## src/rtl/cdc_pkg.sv

```systemverilog
// Shared types and constants for the bundled-data CDC receive endpoint.
package cdc_pkg;

    // Per-channel handshake state
    typedef enum logic [1:0] {
        IDLE,
        HOLD,
        ACK
    } cdc_hs_state_e;

    // Fewest synchroniser stages that still give a usable MTBF
    localparam int MIN_SYNC_STAGES = 2;

endpackage

```

## src/rtl/cdc_sync_bit.sv

```systemverilog
// N-stage single-bit synchroniser, asynchronous active-low reset to 0.
module cdc_sync_bit #(
    parameter int N = 2
) (
    input  logic clk,
    input  logic rst_n,
    input  logic d,
    output logic q
);

    logic [N-1:0] sync_q;

    // Shift the asynchronous input through the flop chain
    always_ff @(posedge clk or negedge rst_n) begin
        if (!rst_n) sync_q <= '0;
        else        sync_q <= {sync_q[N-2:0], d};
    end

    assign q = sync_q[N-1];

endmodule

```

## src/rtl/cdc_hs_rx.sv

```systemverilog
// Receive endpoint of a C-channel 4-phase bundled-data clock-domain crossing.
// Each channel synchronises its request, captures the data bundle once per
// handshake, offers it downstream as valid/ready and returns a registered ack.
// Optional macro CDC_HS_RX_ERR_EN adds a sticky per-channel protocol error
// flag (err) with a clear input (err_clr).
module cdc_hs_rx
    import cdc_pkg::*;
#(
    parameter int W           = 16,
    parameter int C           = 4,
    parameter int SYNC_STAGES = 2
) (
    input  logic           clk,
    input  logic           rst_n,
    input  logic [C-1:0]   req_i,
    input  logic [C*W-1:0] data_i,
    output logic [C-1:0]   ack_o,
    output logic [C-1:0]   out_valid,
    input  logic [C-1:0]   out_ready,
    output logic [C*W-1:0] out_data
`ifdef CDC_HS_RX_ERR_EN
   ,output logic [C-1:0]   err,
    input  logic [C-1:0]   err_clr
`endif
);

    generate
        if (SYNC_STAGES < MIN_SYNC_STAGES) begin : g_bad_sync
            $error("cdc_hs_rx: SYNC_STAGES below MIN_SYNC_STAGES");
        end
    endgenerate

    logic [C-1:0] req_s;

    genvar c;
    generate
        for (c = 0; c < C; c++) begin : g_ch

            cdc_hs_state_e state_q, state_d;
            logic [W-1:0]  data_q;
            logic          ack_q;
            logic          valid_c;

            cdc_sync_bit #(.N(SYNC_STAGES)) u_sync (
                .clk   (clk),
                .rst_n (rst_n),
                .d     (req_i[c]),
                .q     (req_s[c])
            );

            // State register
            always_ff @(posedge clk or negedge rst_n) begin
                if (!rst_n) state_q <= IDLE;
                else        state_q <= state_d;
            end

            // Next-state: a request falling during HOLD does not leave HOLD;
            // the data stays offered until downstream takes it
            always_comb begin
                state_d = state_q;
                case (state_q)
                    IDLE:    if (req_s[c])                  state_d = HOLD;
                    HOLD:    if (out_ready[c])              state_d = ACK;
                    ACK:     if (!req_s[c])                 state_d = IDLE;
                    default:                                state_d = IDLE;
                endcase
            end

            // Outputs decoded from state
            always_comb begin
                valid_c = (state_q == HOLD);
            end

            // Capture the bundle only on the IDLE->HOLD edge; data_i is stable
            // by then because the sender holds it while req is high
            always_ff @(posedge clk or negedge rst_n) begin
                if (!rst_n)                              data_q <= '0;
                else if (state_q == IDLE && req_s[c])    data_q <= data_i[c*W +: W];
            end

            // Ack is its own flop so the sender sees a glitch-free signal
            always_ff @(posedge clk or negedge rst_n) begin
                if (!rst_n) ack_q <= 1'b0;
                else        ack_q <= (state_d == ACK);
            end

            assign out_valid[c]       = valid_c;
            assign ack_o[c]           = ack_q;
            assign out_data[c*W +: W] = data_q;

`ifdef CDC_HS_RX_ERR_EN
            logic err_q;

            // Sticky error: request dropped before acceptance; set beats clear
            always_ff @(posedge clk or negedge rst_n) begin
                if (!rst_n) err_q <= 1'b0;
                else        err_q <= (state_q == HOLD && !req_s[c]) |
                                     (err_q & ~err_clr[c]);
            end

            assign err[c] = err_q;
`endif
        end
    endgenerate

endmodule

```

## config.mk

```make
export PLATFORM = sky130hd
export DESIGN_NAME = cdc_hs_rx
export DESIGN_NICKNAME = d
export VERILOG_FILES = /design/src/rtl/cdc_pkg.sv /design/src/rtl/cdc_sync_bit.sv /design/src/rtl/cdc_hs_rx.sv
export SDC_FILE = /design/constraint.sdc
export NUM_CORES = 1
export LEC_CHECK = 0
export ABC_AREA = 1
export CORE_AREA = 3 3 98 100
export CTS_CLUSTER_SIZE = 24
export DETAILED_ROUTE_END_ITERATION = 12
export DIE_AREA = 0 0 101 103
export HOLD_SLACK_MARGIN = 0.12
export PLACE_DENSITY = 0.75
export SLEW_MARGIN = 20
export SYNTH_ARGS = -nofsm -noshare
export SYNTH_HDL_FRONTEND = slang
export SYNTH_SLANG_ARGS = --single-unit
```

## constraint.sdc

```tcl
create_clock -name clk -period 1.3 [get_ports clk]
set_clock_uncertainty 0.2 [all_clocks]
set_input_delay 0.26 -clock clk [delete_from_list [all_inputs] [get_ports clk]]
set_output_delay 0.26 -clock clk [all_outputs]
set_load 0.005 [all_outputs]
```

After elaboration in Yosys (flattened, before gate mapping)
Cells that the tools add are included.
{ "classes": {"eq_ne": 12, "n_mux": 16, "n_reduce_logical": 8} }
{ "ops": {"columns": ["operator", "count"], "rows": [
  ["2-bit two-way mux", 12],
  ["2-bit case mux with 3 select lines", 4],
  ["2-bit == test, second input constant", 8],
  ["2-bit by 1-bit == test with 1-bit output, second input constant", 4],
  ["2-bit zero test", 4],
  ["1-bit logical AND", 4]
]} }
{ "totals": {"ff_bits": 84, "out_inout_bits": 72, "word_cells": 52} }

Depth between registers and ports, before layout
Gate-level depths: netlist of the first run.
{ "depth": {"word_depth": 3, "ltp_mapped": 5} }

By module
A second synthesis of the first run with hierarchy kept.
{ "hier_totals": {"hier_cells": 344, "hier_area_um2": 3308.2} }
{ "by_module_without_submodules": {"columns": ["module", "n_inst", "cells_each", "area_per_inst_um2", "seq_area_each_um2"], "rows": [
  ["cdc_hs_rx", 1, 336, 3108.0, 1901.8],
  ["cdc_sync_bit", 4, 2, 50.0, 50.0]
]} }

Least setup slack after synthesis of the first run
OpenSTA, ideal clock, no wires.
{ "synth_path": {"path_kind": "reg-to-reg", "startpoint": "reg g_ch[0].state_q[0]", "endpoint": "reg g_ch[0].data_q[0]", "setup_ns": 0.116, "arrival_time_ns": 0.908, "required_ns": 0.984, "slack_ns": 0.076, "path_stages_with_launch": 6, "path_buffers": 1, "cell_sequence": "dfrtp_1 > nor2_4 > nand2_4 > buf_6 > nand2_1 > nand2_1"} }
{ "synth_between": {"elab_chain_len": 2} }
{ "synth_lines": {"columns": ["element", "line", "source"], "rows": [
  ["from (decl)", "cdc_hs_rx.sv:39", "cdc_hs_state_e state_q, state_d;"],
  ["from (signal assigned)", "cdc_hs_rx.sv:54", "else state_q <= state_d;"],
  ["2-bit zero test", "cdc_hs_rx.sv:78", "else if (state_q == IDLE && req_s[c]) data_q <= data_i[c*W +: W];"],
  ["1-bit logical AND", "cdc_hs_rx.sv:78", null],
  ["to (signal assigned)", "cdc_hs_rx.sv:78", null],
  ["to (decl)", "cdc_hs_rx.sv:40", "logic [W-1:0] data_q;"]
]} }
Every way passes these cells.
A chain may end at the register's enable or synchronous reset.

Worst setup path after layout of the first run
{ "layout_path": {"startpoint": "reg g_ch[2].state_q[1]", "endpoint": "out out_valid[2]"} }
{ "layout_between": {"elab_chain_len": 1} }
{ "layout_lines": {"columns": ["element", "line", "source"], "rows": [
  ["from (decl)", "cdc_hs_rx.sv:39", null],
  ["from (signal assigned)", "cdc_hs_rx.sv:54", null],
  ["2-bit by 1-bit == test with 1-bit output", "cdc_hs_rx.sv:71", "valid_c = (state_q == HOLD);"],
  ["to (decl)", "cdc_hs_rx.sv:18", "output logic [C-1:0] out_valid,"]
]} }
Every way passes these cells.

==> results of run 1 <==
[repair_timing]
action                                 CTS  global route
cloned                                   1             8
buffers inserted                        29            30
endpoints found under the hold margin   84             0
hold buffers                             1             0
pin swaps                                7            32
setup endpoints to repair               81           143
gates resized for setup                304           114
[path summary, 6_finish.rpt]
kind                                               start                  endpoint  slack, ps
worst max-delay path                  g_ch[2].state_q[1]              out_valid[2]       -190
worst min-delay path                               rst_n         g_ch[1].data_q[3]        130
max in group asynchronous                          rst_n  g_ch[2].u_sync.sync_q[1]        280
worst min register to register  g_ch[1].u_sync.sync_q[0]  g_ch[1].u_sync.sync_q[1]        160
worst max register to register        g_ch[3].state_q[1]         g_ch[3].data_q[1]       -170
min in group clk                g_ch[1].u_sync.sync_q[0]  g_ch[1].u_sync.sync_q[1]        160
[Yosys cell counts]
| library cell | number |
|---|---|
| nand2_1 | 147 |
| dfrtp_1 | 84 |
| nand3_1 | 64 |
| buf_4 | 12 |
| buf_2 | 8 |
| inv_1 | 8 |
| buf_6 | 4 |
| nand2_4 | 4 |
| nor2_4 | 4 |
| o21ai_0 | 4 |
| nor2_1 | 3 |
| nand3b_1 | 1 |
[metrics by stage]
stage | cell area (um2) | hold slack [ps]
5_1_grt | 5790 | 143
6_report | 5790 | 133
3_5_place_dp | 4930 | -47.3
3_3_place_gp | 4930 | -44.9
4_1_cts | 5100 | 110
2_1_floorplan | 3310 | -236
[power breakdown]
part	leakage, nW	total (W)	switching, W	internal (W)
Combinational	1.83	0.00711	0.00329	0.00382
Clock	0.116	0.00222	0.000899	0.00132
Sequential	1.03	0.00445	0.000692	0.00376
Total	2.98	0.0138	0.00488	0.00889
[kinds of logic (layout without fill, tap and decap cells)]
family,Yosys count,after routing,share of synthesized area
compound gates,4,4,0.00605
flops,84,84,0.635
simple gates,223,229,0.297
buf+inv,32,250,0.0620
[state kept, by name, indices dropped and copies added, names as in the netlist]
name,count
g_ch.ack_q,4
g_ch.data_q,64
g_ch.state_q,8
g_ch.u_sync.sync_q,8
[placed cells by master, fill, tap and decap left out, drive strengths merged, types with 3 or more instances in the layout]
cell type	count
inv	8
o21ai	4
dfrtp	84
nand2	157
bufinv	3
clkdlybuf4s50	72
clkbuf	12
nand3	64
buf	153
nor2	7
[metal layers]
layer | vias up | wire length (um) | global-route usage
met3 | 28 | 677 | 0.0413
met2 | 120 | 5280 | 0.291
met5 | - | 0 | 0
met4 | 0 | 204 | 0.0675
li1 | 1530 | - | -
met1 | 1559 | 4070 | 0.208
[critical path: stages (launching register included)]
cell     delay (ps)
dfrtp_1         400
inv_2            70
nand2_2          60
inv_2            70
buf_6            90
[layout make-up]
class | instances | area, um2
Fill cell | 697 | 2970
Sequential cell | 84 | 2110
Timing Repair Buffer | 227 | 1890
Multi-Input combinational cell | 233 | 1380
Clock buffer | 11 | 141
Tap cell | 108 | 135
Clock inverter | 4 | 97.6
Inverter | 8 | 30.0
==> impl_results.md, run 1 <==
* Status: finished, violations left
* Failing checks: setup timing
* H-tree Lvls at 3
* Total CTS buffers at 9
* Max-cap viol count at 0
* Cell leakage power at a little under 3 nW
* CP Capture Type: output pin
* Post-synthesis sequential area ratio at 0.635
* Slew @ Worst Pin at 284 ps
* Die H at ~100 um
* Std-Cell Rows at 34
* Tmin final at between 1000 and 1500 ps
* Final worst slack at -186 ps
* Largest net degree at the start of global routing at 34
* Die area at roughly 10000 um2
* Gpl congestion at 0.807
* First-pass GRT wire length at 14.1 mm
* Via count at between 3k and 4k
* Yosys top cell by area: dfrtp_1
* P&R area growth vs syn at 75.0%
* Clock root buffer master: clkbuf_8
* Clk slew on worst S/H paths at approximately 80 ps
* Area of the mapped netlist at 3310 um2
* Setup TNS at -8530 ps
* N_diodes at 0
* Core Util, Final at 0.661
* Latest clock arrival within the worst-skew pair at around 340 ps
* Post-route ant nets at 0
* Initial Util at 0.377
* Final setup fails at approximately 130
* RSZ-0062 raised after global routing: true
* Count of input and output buffers at between 100 and 150
* Maximum VDD drop at 1200 uV
* Syn_area_per_cell at 9.64 um2
* Syn Nets at ~420
* Cells after Synth at approximately 340
* Residual DRC at 0
* Gr ovfl total at 0
* Tcrit/Tclk final at 1.14
* Pwr dens at between 2000 and 2500 nW/um2
* Max_slew headroom at 0.811
* Die W at slightly above 100 um
* Layout cell share with drive strength beyond 1 at 0.462
* Final Power at 0.0138 W
* Worst setup SP type: flip-flop
* Via density at 4.80
* R2R cell count at 7
* DRT Pass-1 Iters at 4
* Clk buf depth at 2
* Share of Yosys cell area claimed by the top area cell type at 0.635
* Initial DRC Count at 64
* Seq cells post-synth at 84
* Syn. warnings at 0
* Core area at between 8000 and 9000 um2
* Setup WS pre-CTS at -218 ps
* Max Clk Rate at 673 MHz
* CP max FO at 2
* Placed insts at slightly below 600
* CP Data Arrival Time at slightly above 1000 ps
* Total routed wirelength at just over 10 mm
* Top cells by area, synth: dfrtp_1 (64%), nand2_1 (17%), nand3_1 (9.7%)
* Initial antenna violation count at 0
* Slew Limit Fails at 0
* Required time worst endpoint at around 840 ps
* CTS tree: built
* All-layer global routing usage at 0.170
* Yosys cell types at 12
* Final-stage net count at between 600 and 700
* Final non-filler cell total at between 600 and 700
* Hold Crit Class: input port to async pin
* DR WL/cell at between 15 and 20 um
* Final hold vios at 0
* Crit Path Class: flip-flop to output pin
* CTS Sinks at 84
* Ports at about 150
* Post-DP HPWL at around 6.1 mm
* Vias in the first global route at a little over 3k
(Power assumes the default switching activity.)
==> run 2, diff against run 1 <==
CORE_AREA = 2 2 94 96   (was 3 3 98 100)
DIE_AREA = 0 0 96 98   (was 0 0 101 103)
PLACE_DENSITY = 0.76   (was 0.75)
clock period = 1.52 ns   (was 1.3 ns; I/O delays follow)
==> impl_results.md, run 2 (synthesis results as in run 1) <==
* Worst setup SP type: flip-flop
* Cell leakage power at between 2 and 3 nW
* H-tree Lvls at 3
* Slew @ Worst Pin at roughly 450 ps
* Max_slew headroom at 0.699
* Std-Cell Rows at 34
* Total CTS buffers at 9
* All-layer global routing usage at 0.174
* Clock root buffer master: clkbuf_8
* Sequential Power Share at 0.374
* CTS tree: built
* Regs by FF count: g_ch.data_q (64), g_ch.state_q (8), g_ch.u_sync.sync_q (8)
* Maximum VDD drop at approximately 770 uV
* Cell Int Power at around 0.0067 W
* Crit Path Class: flip-flop to output pin
* Total routed wirelength at approximately 8.4 mm
* N_diodes at 0
* Max Clk Rate at approximately 660 MHz
* Design area at 5300 um2
* Layout cell share with drive strength beyond 1 at 0.161
* Initial antenna violation count at 0
* Slew Limit Fails at 0
* Latest clock arrival within the worst-skew pair at 340 ps
* Post-route ant nets at 0
* DRT Pass-1 Iters at 4
* Gr ovfl total at 0
* Status: finished, final reports clean
* Final setup fails at 0
* Pwr dens at between 1500 and 2000 nW/um2
* Initial DRC Count at 75
* Vias in the first global route at 2786
* Setup WS pre-CTS at -41.4 ps
* Via count at around 2.9k
* Hold Crit Class: flip-flop to flip-flop
* Commonest cells after routing, fill and taps aside: nand2_1 (143), dfrtp_1 (84), clkdlybuf4s50_1 (72), nand3_1 (64), clkdlybuf4s15_1 (48)
* CP max FO at 2
* Final-stage net count at slightly below 600
* Required time worst endpoint at 1020 ps
* Count of input and output buffers at 145
* Final hold vios at 0
* Sw Share at 0.329
* Die area at about 9400 um2
* Tmin final at 1510 ps
* CP Capture Type: output pin
* P&R area growth vs syn at 60.2%
* CP Data Arrival Time at 1000 ps
* Core area at approximately 8500 um2
* Hold Slack at approximately 150 ps
* Gpl congestion at between 0.7 and 0.8
* Final worst slack at between 10 and 15 ps
* Clk pwr share at 0.184
* Via density at between 4 and 5
* Biggest register: g_ch.data_q
* Die W at around 96 um
* CTS Sinks at 84
* Gate power share at 0.443
* Cell area after placement at roughly 4900 um2
* Max-cap viol count at 0
* Ports at ~150
* RSZ-0062 raised after global routing: true
* First-pass GRT wire length at about 13 mm
* Residual DRC at 0
* Clk slew on worst S/H paths at around 90 ps
* Clk buf depth at 2
* Largest net degree at the start of global routing at 85
* DR WL/cell at around 13 um
* Die H at around 98 um
* Leading cell type in the layout, fill and taps excluded: nand2_1
* Post-DP HPWL at between 5 and 6 mm
* Max FFs per register at 64
* Sw Pwr at 0.00329 W
* Initial Util at 0.391
* Tcrit/Tclk final at 0.991
run 2: cell count changes in the layout (fill, tap and decap cells not counted), sizes merged:
cell           change
clkinv             +2
dlygate4sd2       +20
clkinvlp           -1
clkdlybuf4s15     +48
nand2              -6
clkbuf             -1
buf              -102
run 2: repair_timing:
item,CTS,global route
endpoints found under the hold margin,84,0
setup buffers,10,18
endpoints found under the setup margin,72,49
resized for setup,96,51
hold buffers,1,0
run 2: metrics by stage:
step / utilization / cells / total power (W) / setup TNS (ps)
floorplan: - / 343 / 0.00563 / 0
global placement: 0.575 / 590 / 0.00801 / -46.3
detailed placement: 0.575 / 590 / 0.00814 / -101
CTS: 0.601 / 617 / 0.00955 / -37.3
global route: 0.626 / 635 / 0.0107 / -188
finish: 0.626 / 635 / 0.0100 / 0
run 2: cell type report:
cell class,instances,area [um2]
Fill cell,722,3170
Sequential cell,84,2100
Timing Repair Buffer,192,1790
Multi-Input combinational cell,227,1010
Tap cell,108,135
Clock buffer,11,131
Clock inverter,5,100
Inverter,8,30.0
run 2: power groups by stage:
stage	Combinational [W]	Sequential, W	Clock [W]
floorplan	0.00179	0.00384	0
global route	0.00490	0.00384	0.00199
CTS	0.00396	0.00370	0.00189
detailed placement	0.00438	0.00376	0
global placement	0.00427	0.00373	0
finish	0.00443	0.00374	0.00184
run 2: final timing paths:
check / from / endpoint / slack [ps] / depth (start not counted)
setup / recovery: g_ch[1].state_q[1] / out_valid[1] / 10 / 4
min in group asynchronous: rst_n / g_ch[0].data_q[7] / 340 / 3
setup reg to reg: g_ch[2].state_q[1] / g_ch[2].data_q[5] / 90 / 6
hold / removal: g_ch[0].u_sync.sync_q[0] / g_ch[0].u_sync.sync_q[1] / 150 / 0
max in group asynchronous: rst_n / g_ch[2].u_sync.sync_q[0] / 420 / 3
hold reg to reg: g_ch[0].u_sync.sync_q[0] / g_ch[0].u_sync.sync_q[1] / 150 / 0
run 2: per-layer routing:
| metal | routed length (um) | GRT usage | vias to the layer above |
|---|---|---|---|
| met5 | 0 | 0 | - |
| met4 | 148 | 0.0604 | 0 |
| met3 | 564 | 0.0417 | 13 |
| met2 | 4160 | 0.294 | 122 |
| met1 | 3480 | 0.216 | 1373 |
| li1 | - | - | 1436 |
run 2: worst max-delay path, stage by stage, from the launching register on:
cell	delay, ps
dfrtp_1	390
inv_2	60
nand2_2	50
inv_2	60
buf_2	100
